## config.mk

```make
export PLATFORM = sky130hd
export DESIGN_NAME = tmds_channel_decoder
export DESIGN_NICKNAME = d
export VERILOG_FILES = /design/src/rtl/tmds_channel_decoder.sv
export SDC_FILE = /design/constraint.sdc
export NUM_CORES = 1
export LEC_CHECK = 0
export CAP_MARGIN = 20
export CORE_MARGIN = 8
export CORE_UTILIZATION = 62
export DETAILED_ROUTE_END_ITERATION = 8
export PLACE_DENSITY = 0.86
export SLEW_MARGIN = 0
export SYNTH_ARGS = -nofsm -noshare
export SYNTH_HDL_FRONTEND = slang
export SYNTH_SLANG_ARGS = --single-unit
export TNS_END_PERCENT = 1
```

## constraint.sdc

```tcl
create_clock -name clk -period 4.2 [get_ports clk]
set_input_delay 0.63 -clock clk [delete_from_list [all_inputs] [get_ports clk]]
set_output_delay 0.63 -clock clk [all_outputs]
set_load 0.03 [all_outputs]
```

## src/rtl/tmds_channel_decoder.sv

```systemverilog
// TMDS receive lane: LSB-first deserialiser, token-based word alignment, 8b/C0C1 decode.
// Latency: outputs update on the edge sampling a word's last bit; no backpressure (free-running serial input).
module tmds_channel_decoder #(
    parameter int LOCK_COUNT = 4,
    parameter int MAX_GAP    = 2048
) (
    input  logic       clk,
    input  logic       rst,
    input  logic       serial_in,
    output logic [7:0] d_out,
    output logic       C0,
    output logic       C1,
    output logic       disp_enable,
    output logic       data_valid,
    output logic       locked
);

    localparam int CW = $clog2(LOCK_COUNT + 1);
    localparam int GW = (MAX_GAP > 1) ? $clog2(MAX_GAP) : 1;

    typedef enum logic [1:0] {S_HUNT, S_VERIFY, S_LOCKED} state_t;

    state_t          r_state, w_state_nxt;
    logic [9:0]      r_sr;
    logic [3:0]      r_bit_cnt;
    logic [3:0]      r_fill;
    logic [CW-1:0]   r_confirm;
    logic [GW-1:0]   r_gap;
    logic [7:0]      r_d;
    logic            r_c0, r_c1, r_de, r_dv, r_locked;

    logic [9:0]      w_word;
    logic            w_full, w_boundary, w_is_tok, w_gap_max, w_confirm_done;
    logic [1:0]      w_tok_code;
    logic            w_hunt_hit, w_ld_ctrl, w_ld_data, w_drop;

    function automatic logic [7:0] tmds_decode(input logic [9:0] w);
        logic [7:0] t;
        logic [7:0] d;
        t    = w[9] ? ~w[7:0] : w[7:0];
        d[0] = t[0];
        for (int i = 1; i < 8; i++)
            d[i] = w[8] ? (t[i] ^ t[i-1]) : ~(t[i] ^ t[i-1]);
        return d;
    endfunction

    // Candidate word includes the bit being sampled on this edge.
    assign w_word         = {serial_in, r_sr[9:1]};
    assign w_full         = (r_fill == 4'd9);
    assign w_boundary     = (r_bit_cnt == 4'd9);
    assign w_gap_max      = (r_gap == GW'(MAX_GAP - 1));
    assign w_confirm_done = (r_confirm == CW'(LOCK_COUNT - 1));

    always_comb begin
        w_is_tok   = 1'b1;
        w_tok_code = 2'b00;
        case (w_word)
            10'b1101010100: w_tok_code = 2'b00;
            10'b0010101011: w_tok_code = 2'b01;
            10'b0101010100: w_tok_code = 2'b10;
            10'b1010101011: w_tok_code = 2'b11;
            default:        w_is_tok   = 1'b0;
        endcase
    end

    always_ff @(posedge clk or posedge rst) begin
        if (rst) r_state <= S_HUNT;
        else     r_state <= w_state_nxt;
    end

    always_comb begin
        w_state_nxt = r_state;
        case (r_state)
            S_HUNT:   if (w_full && w_is_tok) w_state_nxt = S_VERIFY;
            S_VERIFY: if (w_boundary) w_state_nxt = !w_is_tok ? S_HUNT :
                                                    (w_confirm_done ? S_LOCKED : S_VERIFY);
            S_LOCKED: if (w_boundary && !w_is_tok && w_gap_max) w_state_nxt = S_HUNT;
            default:  w_state_nxt = S_HUNT;
        endcase
    end

    always_comb begin
        w_hunt_hit = (r_state == S_HUNT) && w_full && w_is_tok;
        w_ld_ctrl  = w_boundary && w_is_tok &&
                     (((r_state == S_VERIFY) && w_confirm_done) || (r_state == S_LOCKED));
        w_ld_data  = (r_state == S_LOCKED) && w_boundary && !w_is_tok && !w_gap_max;
        w_drop     = (r_state == S_LOCKED) && w_boundary && !w_is_tok && w_gap_max;
    end

    always_ff @(posedge clk or posedge rst) begin
        if (rst) begin
            r_sr      <= '0;
            r_bit_cnt <= '0;
            r_fill    <= '0;
            r_confirm <= '0;
            r_gap     <= '0;
            r_d       <= '0;
            r_c0      <= 1'b0;
            r_c1      <= 1'b0;
            r_de      <= 1'b0;
            r_dv      <= 1'b0;
            r_locked  <= 1'b0;
        end else begin
            r_sr      <= w_word;
            r_bit_cnt <= (w_hunt_hit || w_boundary) ? 4'd0 : r_bit_cnt + 4'd1;
            // Re-entering HUNT discards history so the first compare is a full fresh word.
            if (w_state_nxt == S_HUNT && r_state != S_HUNT) r_fill <= 4'd0;
            else if (!w_full)                               r_fill <= r_fill + 4'd1;
            if (w_hunt_hit)
                r_confirm <= CW'(1);
            else if (r_state == S_VERIFY && w_boundary && w_is_tok)
                r_confirm <= r_confirm + CW'(1);
            r_dv <= w_ld_ctrl || w_ld_data;
            if (w_ld_ctrl) begin
                r_gap    <= '0;
                r_de     <= 1'b0;
                r_c0     <= w_tok_code[0];
                r_c1     <= w_tok_code[1];
                r_d      <= 8'h00;
                r_locked <= 1'b1;
            end
            if (w_ld_data) begin
                r_gap <= r_gap + GW'(1);
                r_de  <= 1'b1;
                r_d   <= tmds_decode(w_word);
            end
            if (w_drop) begin
                r_locked <= 1'b0;
                r_de     <= 1'b0;
            end
        end
    end

    assign d_out       = r_d;
    assign C0          = r_c0;
    assign C1          = r_c1;
    assign disp_enable = r_de;
    assign data_valid  = r_dv;
    assign locked      = r_locked;

endmodule

```

## Word-level counts from Yosys, hierarchy flattened

Index checks and enable logic that the tools add are counted.

| operators by class | value |
|---|---|
| $add $sub $neg | 4 |
| multiply operators | 0 |
| divide/modulo/power cells | 0 |
| magnitude comparators | 0 |
| equality and inequality tests | 11 |
| shifts and indexed selects | 0 |
| mux-type cells | 30 |
| bitwise gates (word level) | 15 |
| reduce and logical (&&, ||, !) cells | 28 |

Operators with widths:

| kind | count |
|---|---|
| $mux W8 | 3 |
| $mux W11 | 2 |
| $eq A10 B10 Y1 const B | 2 |
| $logic_and A1 B1 Y1 | 15 |
| $mux W1 | 13 |
| $mux W4 | 3 |
| $pmux W2 S3 | 2 |
| $add A11 B1 Y11 const B | 1 |
| $eq A11 B11 Y1 const B | 1 |
| $eq A10 B8 Y1 const B | 1 |
| $eq A10 B9 Y1 const B | 1 |
| $mux W2 | 5 |
| $add A4 B1 Y4 const B | 2 |
| $eq A4 B4 Y1 const B | 2 |
| $not A8 Y8 | 1 |
| $reduce_bool A2 Y1 | 4 |
| $not A1 Y1 | 7 |
| $xor A1 B1 Y1 | 7 |
| $mux W3 | 2 |
| $logic_not A2 Y1 | 2 |
| $reduce_or A4 Y1 | 1 |
| $add A3 B1 Y3 const B | 1 |
| $eq A3 B2 Y1 const B | 1 |
| $logic_or A1 B1 Y1 | 3 |
| 5 further kinds | 6 |

| word-level totals | value |
|---|---|
| register bits after elaboration | 47 |
| bits in latches | 0 |
| RAM bits | 0 |
| ROM bits | 0 |
| input port bits | 3 |
| memories kept | 0 |

## Depth between registers and ports, before layout

| depth | value |
|---|---|
| depth in word-level cells | 11 |
| gate-level depth with buffers | 8 |

## Worst setup path before layout

Ideal clock, no wire load.

| timing path | value |
|---|---|
| path kind | register to register |
| from | register r_gap[0] |
| to | register r_state[1] |
| arrival | 1,713 ps |
| data required time | 4,079 ps |
| setup slack | 2,366 ps |
| cell stages (with the launch flop) | 6 |
| path buffers | 0 |
| period minus slack after synthesis | 1,834 ps |
| cells stage by stage | dfrtp_1 ha_1 nand4_2 or3_4 or4_4 a22o_1 |

| on the way | value |
|---|---|
| word-level cells in the longest chain between the ends | 4 |

RTL lines:

| item | RTL line | text |
|---|---|---|
| start: declaration | 28 | `logic [GW-1:0] r_gap;` |
| start signal: assignment | 123 | `r_gap <= r_gap + GW'(1);` |
| $eq A11 B11 Y1 | 51 | `assign w_gap_max = (r_gap == GW'(MAX_GAP - 1));` |
| $logic_and A1 B1 Y1 | 77 | `S_LOCKED: if (w_boundary && !w_is_tok && w_gap_max) w_state_nxt = S_HUNT;` |
| $mux W2 | 77 |  |
| $pmux W2 S3 | 73 | `case (r_state)` |
| named net w_state_nxt[1] | 23 | `state_t r_state, w_state_nxt;` |
| end signal: assignment | 68 | `else r_state <= w_state_nxt;` |
| end: declaration | 23 |  |

The timed path passes the listed nets, and every way through them passes these cells.
A chain may end at the register's enable or synchronous reset.

## Worst setup path after layout

| timing path | value |
|---|---|
| from | register r_bit_cnt[1] |
| to | register r_gap[7] |

| on the way | value |
|---|---|
| word-level cells in the longest chain between the ends | 5 |
| elaborated cells between the ends (all ways) | 8 |
| those cells by class | eq/ne: 1; mux: 1; reduce/logical: 6 |

RTL lines:

| item | RTL line | text |
|---|---|---|
| start: declaration | 25 | `logic [3:0] r_bit_cnt;` |
| start signal: assignment | 105 | `r_bit_cnt <= (w_hunt_hit \|\| w_boundary) ? 4'd0 : r_bit_cnt + 4'd1;` |
| $eq A4 B4 Y1 * | 50 | `assign w_boundary = (r_bit_cnt == 4'd9);` |
| $logic_and A1 B1 Y1 (3 in a row) | 86 | `w_ld_data = (r_state == S_LOCKED) && w_boundary && !w_is_tok && !w_gap_max;` |
| $mux W11 / $reduce_bool A2 Y1 (equally long branches) | n/a |  |

Every way passes the cells marked *; elsewhere a longest branch is shown, timed or not.

==> results.md <==
- # hold bufs at CTS: 0
- Total core area: 0.00361 sq mm
- DRC: 0
- Startpoint Class: register
- TritonRoute pass-1 iters: 4
- Endpoints failing setup: 0
- Max H-tree Level: 2
- Hold Vio Cnt, Final: 0
- VDD IR max: 0.286 mV
- Fmax: 403 MHz
- Top FF cell, synth: dfrtp_1
- Leakage: 0.00117 uW
- Number of synthesized flops with an enable pin: 0
- Clock-pin slew on the worst setup and hold paths: 0.08 ns
- Routed WL per cell: 14.3 microns
- Seq/Total Area, Yosys: 50.2%
- Root Buffer: clkbuf_8
- Synthesized flop and latch total: 46
- Vias: 1633
- Register-to-Register Path Depth: 7
- Post-synth cell types: 42
- P_int: 761 uW
- Synthesis Warnings: 0
- Fin nets: 253
- IO Pins: 16
- Hold WC Path Type: reg2reg
- Die ar.: 0.00590 sq mm
- Largest area contributor in the netlist: dfrtp_1
- Post-CTS Resized: 0
- CTS tree: done
- Clk_lat worst skew: 0.29 ns
- PD cells: 398 mW/mm^2
- Crit Path Category: reg2reg
- RR Startpoint: r_bit_cnt[1]
- Post-DR vias/cell: 5.77
- Avg Cell Area, Syn: 10.5 sq um
- Cell Area, Placed: 0.00247 sq mm
- Initial DRC count: 80
- Crit path DAT: 2.64 ns
- CP required: 4.36 ns
- Largest net degree at the start of global routing: 47
- Fin Clk Skew: 0.00322 ns
- Die Wd: 76.8 microns
- Mapped Area: 0.00229 sq mm
- Max-slew headroom: 50.0%
- Net Sw Frac: 25.8%
- Ys async rst share: 100%
- Post-Syn Instances: 219
- Status: finished clean
- GR Util All Layers: 14.8%
- Syn Nets: 237
- Port-buffer cells: 15
- Critical Path Source: r_bit_cnt[1]
- R2R Path End: r_gap[7]
- Crit path time final: 2.48 ns
- Std cell rows: 22
- Clk pwr share: 31.9%
- Ant. Diodes: 0
- RSZ-0062 raised after global routing: no
- Final Wtd Congestion: 0.812
- Setup TNS: 0 ns
- Slowest stage delay, CP: 0.62 ns
- Setup bufs post-CTS: 0
- DP Wirelength: 2870 microns
- Final Slew Violations: 0
- Worst-Margin Slew: 0.749 ns
- Initial antenna violation count: 0
- Layout overhead on the synthesized area: 12.7%
- Switch Pwr: 265 uW
- CP max stage cell: nand4_2
- Die H: 76.8 microns
- Post-route clock period utilization: 59.1%
- Reg2reg setup slack: 1.72 ns
- Filler cell count in the final layout: 266
- Congestion Overflow GR: 0
- Ratio of cells with drive above 1 in the final layout: 7.23%
- Crit-path max FO: 35
- Clock sink count: 46
- Cts bufs inserted: 5
- Synth top area share: 50.2%
- Max clock buf depth: 2
- MaxCap Viol Count: 0
- Gate power share: 16.4%
- Post-route cell area: 0.00258 sq mm
- Drt total wl: 4040 microns
- Crit path to: r_gap[7]
- DRT antenna net count: 0
- Sequential Power Share: 51.7%
- Crit path cell chain: inv_1, ha_1, nand3b_1, nor2_1, nand4_2, o311ai_0, o41ai_1
- Synth area leaders: dfrtp_1 50%, ha_1 8.2%, nand3_1 4.8%
- Starting Density: 63.5%
- First-pass GRT wire length: 7110 microns
- Critical Path Sink Type: register
- Vias in the first global route: 1613
cells in the mapped netlist, types with 4 or more instances:
cell type / n
nand3_1: 22
o21ai_0: 17
buf_2: 4
inv_1: 16
nor2_1: 15
a21oi_1: 4
nand2_1: 11
o211ai_1: 4
xor2_1: 7
ha_1: 15
xnor2_1: 10
dfrtp_1: 46
layout by cell type, fill, tap and decap left out, types with 2 or more instances in the layout:
| cell type | Yosys | final |
|---|---|---|
| dfrtp_1 | 46 | 46 |
| nand3_1 | 22 | 22 |
| o21ai_0 | 17 | 17 |
| nor2_1 | 15 | 15 |
| inv_1 | 16 | 15 |
| ha_1 | 15 | 15 |
| clkdlybuf4s50_1 | 0 | 15 |
| nand2_1 | 11 | 11 |
| xnor2_1 | 10 | 10 |
| xor2_1 | 7 | 7 |
| clkbuf_8 | 0 | 6 |
| o211ai_1 | 4 | 4 |
| a21oi_1 | 4 | 4 |
| and3_1 | 3 | 3 |
| nand4_2 | 3 | 3 |
| nand4_1 | 3 | 3 |
| a22o_1 | 3 | 3 |
| o31ai_1 | 3 | 3 |
| nor2b_1 | 2 | 2 |
| and3b_1 | 2 | 2 |
| nand3b_1 | 2 | 2 |
| nor4_1 | 2 | 2 |
| a21o_1 | 2 | 2 |
| o311ai_0 | 2 | 2 |
| mux2i_1 | 2 | 2 |
logic make-up after synthesis:
kind of cell	Yosys count	synth area share [%]
DFF	46	50.2
muxes	3	1.37
buffers and inverters	23	4.31
adders and majority gates	15	8.19
xor gates and xnor gates	17	6.50
AOI/OAI and AO/OA	40	11.1
and+or+nand+nor	75	18.3
flip-flops by register name, summed over array words and instances (netlist names):
signal,cells
r_gap,11
r_sr,9
d_out,8
r_bit_cnt,4
r_fill,4
r_confirm,3
r_state,2
C0,1
C1,1
data_valid,1
disp_enable,1
locked,1
layer usage:
layer | vias to the layer above | GRT usage (%) | routed length, microns
li1 | 800 | - | -
met1 | 796 | 16.5 | 1780
met2 | 30 | 25.1 | 2020
met3 | 7 | 3.85 | 185
met4 | 0 | 8.65 | 62
met5 | - | 0 | 0
per-stage QoR:
step           worst slack (ns)  hold WS [ns]  util (%)  cells  power [uW]
3_5_place_dp               1.75         0.398      68.5    276         711
6_report                   1.72         0.414      71.6    283        1030
3_3_place_gp               1.82         0.395      68.5    276         698
2_1_floorplan              2.37         0.374         -    219         672
4_1_cts                    1.73         0.416      71.6    283        1040
5_1_grt                    1.47         0.429      71.6    283        1090
power groups by stage:
stage               clock network, uW  logic (uW)  registers, uW
global placement                    0         160            538
global route                      350         200            538
floorplan                           0         143            528
finish                            327         169            531
CTS                               339         173            531
detailed placement                  0         171            540
cell type report:
cell class                      count  area (sq um)  share of cell area, %
Clock buffer                        6          82.6                   3.20
Clock inverter                      1          30.0                   1.16
Inverter                           16          60.1                   2.33
Multi-Input combinational cell    150          1040                   40.3
Sequential cell                    46          1150                   44.6
Tap cell                           48          60.1                   2.33
Timing Repair Buffer               16           158                   6.10
worst min-delay path by stage:
stage	startpoint	end	slack, ns	cells past startpoint
3_5_place_dp	r_sr[5]	r_sr[4]	0.40	0
4_1_cts	r_sr[5]	r_sr[4]	0.42	0
5_1_grt	r_sr[5]	r_sr[4]	0.43	0
6_report	r_sr[5]	r_sr[4]	0.41	0
3_3_place_gp	r_sr[7]	r_sr[6]	0.39	0
2_1_floorplan	r_sr[9]	r_sr[8]	0.37	0
worst max-delay path, delay by kind of cell, from the launching register on:
kind                     cells  cell delay [ns]
flip-flops                   1             0.40
buffers and inverters        1             0.07
AND/OR/NAND/NOR              3             1.03
adder cells (fa/ha/maj)      1             0.15
AO/OA/AOI/OAI                2             0.69
(Power assumes the default switching activity.)
